[config.mk]
export PLATFORM = sky130hd
export DESIGN_NAME = pll_reset_seq
export DESIGN_NICKNAME = d
export VERILOG_FILES = /design/src/rtl/pll_reset_seq_pkg.sv /design/src/rtl/pll_reset_seq_sync_2ff.sv /design/src/rtl/pll_reset_seq.sv
export SDC_FILE = /design/constraint.sdc
export NUM_CORES = 1
export LEC_CHECK = 0
export CORE_ASPECT_RATIO = 1.4
export CORE_MARGIN = 1
export CORE_UTILIZATION = 25
export CTS_CLUSTER_SIZE = 12
export DETAILED_ROUTE_END_ITERATION = 16
export PLACE_DENSITY = 0.4
export SYNTH_ARGS = -nofsm -noshare
export SYNTH_HDL_FRONTEND = slang
export SYNTH_SLANG_ARGS = --single-unit
export TNS_END_PERCENT = 5
[constraint.sdc]
create_clock -name clk -period 2.5 [get_ports clk]
set_input_delay 0.375 -clock clk [delete_from_list [all_inputs] [get_ports clk]]
set_output_delay 0.375 -clock clk [all_outputs]
set_load 0.05 [all_outputs]
[src/rtl/pll_reset_seq_pkg.sv]
// Shared types and helpers for the PLL reset sequencer: FSM state encoding,
// retry saturation limit and the counter-sizing helper.
package pll_reset_seq_pkg;

  typedef enum logic [2:0] {
    PLL_RST   = 3'd0,
    WAIT_LOCK = 3'd1,
    STABLE    = 3'd2,
    RUN       = 3'd3,
    FAIL      = 3'd4
  } state_t;

  localparam logic [3:0] RETRY_MAX = 4'd15;

  function automatic int cyc_max3(input int a, input int b, input int c);
    int m;
    m = (a > b) ? a : b;
    cyc_max3 = (m > c) ? m : c;
  endfunction

  function automatic logic [3:0] retry_inc(input logic [3:0] cnt);
    retry_inc = (cnt == RETRY_MAX) ? RETRY_MAX : cnt + 4'd1;
  endfunction

endpackage

[src/rtl/pll_reset_seq_sync_2ff.sv]
// Two-flop level synchronizer with asynchronous active-low reset to 0,
// shared by any asynchronous status input that must enter the clk domain.
module sync_2ff
  import pll_reset_seq_pkg::*;
(
  input  logic clk,
  input  logic rst_n,
  input  logic d,
  output logic q
);

  logic meta_r;
  logic sync_r;

  // two-stage capture of the asynchronous level
  always_ff @(posedge clk or negedge rst_n) begin
    if (!rst_n) begin
      meta_r <= 1'b0;
      sync_r <= 1'b0;
    end else begin
      meta_r <= d;
      sync_r <= meta_r;
    end
  end

  assign q = sync_r;

endmodule

[src/rtl/pll_reset_seq.sv]
// PLL reset sequencer: holds the PLL in reset, waits for a stable lock, then
// releases the system reset. Optional FAIL state: PLL_RESET_SEQ_RETRY_LIMIT_EN.
module pll_reset_seq
  import pll_reset_seq_pkg::*;
#(
  parameter int PLL_RST_CYCLES = 16,
  parameter int LOCK_TIMEOUT   = 65536,
  parameter int LOCK_STABLE    = 4096
) (
  input  logic       clk,
  input  logic       resetn,
  input  logic       pll_locked_async,
  output logic       pll_resetb,
  output logic       sys_resetn,
  output logic       sys_ready,
  output logic       lock_lost,
  output logic [3:0] retry_cnt
`ifdef PLL_RESET_SEQ_RETRY_LIMIT_EN
  ,
  output logic       pll_fail
`endif
);

  localparam int CNT_W = $clog2(cyc_max3(PLL_RST_CYCLES, LOCK_TIMEOUT, LOCK_STABLE)) + 1;
  localparam logic [CNT_W-1:0] RST_LAST     = CNT_W'(PLL_RST_CYCLES - 1);
  localparam logic [CNT_W-1:0] TIMEOUT_LAST = CNT_W'(LOCK_TIMEOUT - 1);
  localparam logic [CNT_W-1:0] STABLE_LAST  = CNT_W'(LOCK_STABLE - 1);

  state_t           state_r;
  state_t           state_nx_s;
  logic [CNT_W-1:0] cnt_r;
  logic [3:0]       retry_cnt_r;
  logic             retry_inc_s;
  logic             lost_s;
  logic             locked_s;
  logic             pll_resetb_r;
  logic             sys_resetn_r;
  logic             sys_ready_r;
  logic             lock_lost_r;

  sync_2ff u_lock_sync (
    .clk   (clk),
    .rst_n (resetn),
    .d     (pll_locked_async),
    .q     (locked_s)
  );

  // next-state decision; every decision uses the synchronized lock only
  always_comb begin
    state_nx_s  = state_r;
    retry_inc_s = 1'b0;
    lost_s      = 1'b0;
    case (state_r)
      PLL_RST: begin
        if (cnt_r == RST_LAST) begin
          state_nx_s = WAIT_LOCK;
        end else begin
          state_nx_s = PLL_RST;
        end
      end
      WAIT_LOCK: begin
        if (locked_s) begin
          state_nx_s = STABLE;
        end else if (cnt_r == TIMEOUT_LAST) begin
          retry_inc_s = 1'b1;
`ifdef PLL_RESET_SEQ_RETRY_LIMIT_EN
          state_nx_s = (retry_cnt_r == RETRY_MAX) ? FAIL : PLL_RST;
`else
          state_nx_s = PLL_RST;
`endif
        end else begin
          state_nx_s = WAIT_LOCK;
        end
      end
      STABLE: begin
        if (!locked_s) begin
          state_nx_s = WAIT_LOCK;
        end else if (cnt_r == STABLE_LAST) begin
          state_nx_s = RUN;
        end else begin
          state_nx_s = STABLE;
        end
      end
      RUN: begin
        if (!locked_s) begin
          state_nx_s = PLL_RST;
          lost_s     = 1'b1;
        end else begin
          state_nx_s = RUN;
        end
      end
`ifdef PLL_RESET_SEQ_RETRY_LIMIT_EN
      FAIL: begin
        state_nx_s = FAIL;
      end
`endif
      default: begin
        state_nx_s = PLL_RST;
      end
    endcase
  end

  // state, shared counter and outputs decoded from the state being entered
  always_ff @(posedge clk or negedge resetn) begin
    if (!resetn) begin
      state_r      <= PLL_RST;
      cnt_r        <= '0;
      retry_cnt_r  <= 4'd0;
      pll_resetb_r <= 1'b0;
      sys_resetn_r <= 1'b0;
      sys_ready_r  <= 1'b0;
      lock_lost_r  <= 1'b0;
    end else begin
      state_r <= state_nx_s;
      if (state_nx_s != state_r) begin
        cnt_r <= '0;
      end else begin
        cnt_r <= cnt_r + CNT_W'(1);
      end
      if (retry_inc_s) begin
        retry_cnt_r <= retry_inc(retry_cnt_r);
      end else begin
        retry_cnt_r <= retry_cnt_r;
      end
      pll_resetb_r <= (state_nx_s == WAIT_LOCK) || (state_nx_s == STABLE) || (state_nx_s == RUN);
      sys_resetn_r <= (state_nx_s == RUN);
      sys_ready_r  <= (state_nx_s == RUN);
      lock_lost_r  <= lost_s;
    end
  end

`ifdef PLL_RESET_SEQ_RETRY_LIMIT_EN
  logic pll_fail_r;

  // terminal failure flag, left only through resetn
  always_ff @(posedge clk or negedge resetn) begin
    if (!resetn) begin
      pll_fail_r <= 1'b0;
    end else begin
      pll_fail_r <= (state_nx_s == FAIL);
    end
  end

  assign pll_fail = pll_fail_r;
`endif

  assign pll_resetb = pll_resetb_r;
  assign sys_resetn = sys_resetn_r;
  assign sys_ready  = sys_ready_r;
  assign lock_lost  = lock_lost_r;
  assign retry_cnt  = retry_cnt_r;

endmodule

==> impl_metrics.yaml <==
outcome:
  run_status: "finished clean"
critical_path:
  path_class: "reg -> reg"
  path_buf_inv: 0
  slowest_delay_ps: 420
  path_max_fanout: 6
  cp.arrival_ps: 2500
  crit_top_cell: "ha_2"
  worstSetupStartpointType: "flip-flop"
  worstPathCellList: "ha_2, nand3_1, or3_4, nor3_2, ha_2, and3_4, nand4_1, mux2_1"
  crit_path_top_delay_cell: "dfrtp_1"
  cp.required_ps: 2650
  crit_family: "simple AND/OR/NAND/NOR gates"
  worstSetupEndpointType: "flip-flop"
synthesis:
  syn_avg_cell_area_um2: 10.6
  synth_warnings: 0
  syn_nets: 137
  yosysSeqAreaShare_pct: 50.5
  syn_area_um2: 1390
  synthCells: 131
  synthDistinctLibCells: 36
  synth_seq_cells: 28
floorplanning:
  die_area_um2: 5850
  fp.dieW_um: 64.9
  fp.dieH_um: 90.1
  placeableCoreArea_um2: 5240
  io_pins: 11
  start_util_pct: 26.5
  rows: 31
timing:
  max_freq_mhz: 426
  slew_headroom_pct: 56.0
  final.setup_skew_ps: 2.64
  finalSetupViolCount: 0
  drv_slew: 0
  finalHoldViolations: 0
  worst_pin_slew_ps: 659
  rsz0062_at_grt: "false"
  fin_crit_sh_pct: 93.9
  fin_crit_ps: 2350
  tns_ps: 0
detailed_routing:
  ant_nets: 0
  drc: 0
  viasPerCell: 4.48
  num_vias: 941
  wl_per_cell_um: 12.0
  routed_wl_um: 2520
  dr.first_iter.drc_count: 19
  drt_first_pass_iters: 4
cts:
  cts.htree.levels: 1
  path_clk_slew_ps: 90
  postCtsSetupBuffers: 0
  cts_tree: "built"
  root_buffer: "clkbuf_8"
  clk_latency_ps: 270
  numCtsBuffers: 3
  cts.sinks: 28
  hold_buffers: 0
  cts_buffer_depth: 2
global_route:
  first_global_vias: 956
  grt_pass1_wl_um: 4450
  grt-ovfl-total: 0
  antenna_found_initial: 0
  grt_max_degree: 29
  gr-usage-all-layers_pct: 9.84
power_and_ir_drop:
  p_per_area_nw_per_um2: 683
  leakagePower_nw: 0.669
  peakVddDrop_v: 0.000283
cells_and_area:
  post-route-util_pct: 31.2
  fin_nets: 152
  insertedDiodeCount: 0
  drive_gt1_share_pct: 19.4
  areaGrowthSynthToFinish_pct: 17.7
  instances_no_fill: 210
job:
  cap_violations: 0
min_path:
  min_path_type: "reg -> reg"
place:
  gp_congestion: 0.717
  io_buffers: 10
  post-place-cells: 207
  place_hpwl_um: 1830
## sequential cells by signal, indices dropped and copies added, names as in the netlist
signal	count
cnt_r	17
retry_cnt	4
state_r	2
lock_lost	1
pll_resetb	1
sys_ready	1
u_lock_sync.meta_r	1
u_lock_sync.q	1
## layout by cell type, fill, tap and decap left out, types with 2 or more instances in the layout
cell	n
dfrtp_1	28
nor2_1	14
xnor2_1	13
nor2_2	10
clkdlybuf4s50_1	10
inv_1	7
nand3_1	7
nand2_1	6
nor4_1	5
buf_4	5
nor3_1	4
nand4_1	3
clkbuf_8	3
nor2b_1	2
xor2_1	2
a21oi_1	2
ha_2	2
## power breakdown
part	internal [W]	leakage, nW	total, W	switching (W)
sequential	0.000510	0.378	0.000582	0.0000723
clock	0.000108	0.0216	0.000239	0.000131
combinational	0.000115	0.269	0.000294	0.000179
## synthesized netlist by cell type
cell,number,area [µm²]
nor2b_1,2,12.5
nor4_1,5,31.3
o22ai_1,1,6.26
o221ai_4,1,26.3
buf_4,1,7.51
or3_1,1,6.26
nand4_4,1,21.3
a21oi_1,2,10.0
and3_1,2,12.5
inv_1,7,26.3
and2_1,1,6.26
mux2_1,1,11.3
nand4_1,3,18.8
nor2_2,10,62.6
buf_8,1,15.0
o21ai_1,1,5.00
xor2_1,2,17.5
buf_2,2,10.0
nor3_1,5,25.0
nand2b_1,1,6.26
nor2_1,14,52.6
clkbuf_1,1,3.75
o21ba_2,1,10.0
nand2_1,6,22.5
xnor2_1,13,114
nand4b_1,1,8.76
o21ai_0,1,5.00
nand3_1,7,35.0
a221o_1,1,10.0
o22a_1,1,8.76
ha_1,3,37.5
dfrtp_1,28,701
o21a_1,1,7.51
mux2_2,1,11.3
nand4_2,1,12.5
o221ai_1,1,8.76
## timing repair
item / CTS / global route
resized for setup: 0 / 6
hold endpoints to repair: 0 / 0
setup endpoints to repair: 0 / 10
## cells by family (layout without fill, tap and decap cells)
logic type	count (synthesis)	count (layout)	share of synthesized area, %
buffers and inverters	12	25	4.51
adders and majority gates	3	3	2.71
DFF	28	28	50.5
xor gates and xnor gates	15	15	9.48
muxes	2	2	1.62
and+or+nand+nor	60	60	24.1
AOI/OAI and AO/OA	11	11	7.04
## layer usage
metal	track usage (%)	up-vias	routed length [µm]	share of wire, %
met4	4.07	0	36	1.4
met5	0	-	0	0
met2	17.3	12	1310	52
met1	11.5	456	1110	44
li1	-	469	-	-
met3	1.52	4	58	2.3
## worst register-to-register path, cell delays in order (launching register included)
cell and delay, ps:
dfrtp_1 420, ha_2 220, nand3_1 140, or3_4 400, nor3_2 170, ha_2 220
and3_4 210, nand4_1 120, mux2_1 330
## layout make-up
| type | count | area [µm²] |
|---|---|---|
| timing repair buffer | 15 | 138 |
| tap | 66 | 82.6 |
| multi-input combinational | 91 | 643 |
| clock buffer | 3 | 41.3 |
| fill | 548 | 3600 |
| inverter | 7 | 26.3 |
| sequential | 28 | 701 |
## through the flow
stage	cell area (µm²)	power [W]	worst slack, ps	hold slack, ps
final	1630	0.00111	153	364
after global routing	1630	0.00120	20.0	381
after CTS	1610	0.00114	17.5	373
after detailed placement	1570	0.000884	47.0	339
after global placement	1570	0.000884	161	340
after floorplan	1390	0.000832	61.5	79.4
## worst paths after layout
| check | start | end | slack (ps) | cells past startpoint |
|---|---|---|---|---|
| min | u_lock_sync.meta_r | u_lock_sync.q | 360 | 0 |
| max reg2reg | cnt_r[0] | retry_cnt[3] | 150 | 8 |
| max | cnt_r[0] | retry_cnt[3] | 150 | 8 |
| min in group asynchronous | resetn | sys_ready | 490 | 2 |
| min reg2reg | u_lock_sync.meta_r | u_lock_sync.q | 360 | 0 |
| max in group asynchronous | resetn | cnt_r[0] | 1750 | 2 |
No activity file was read; power rests on OpenSTA's default activity.
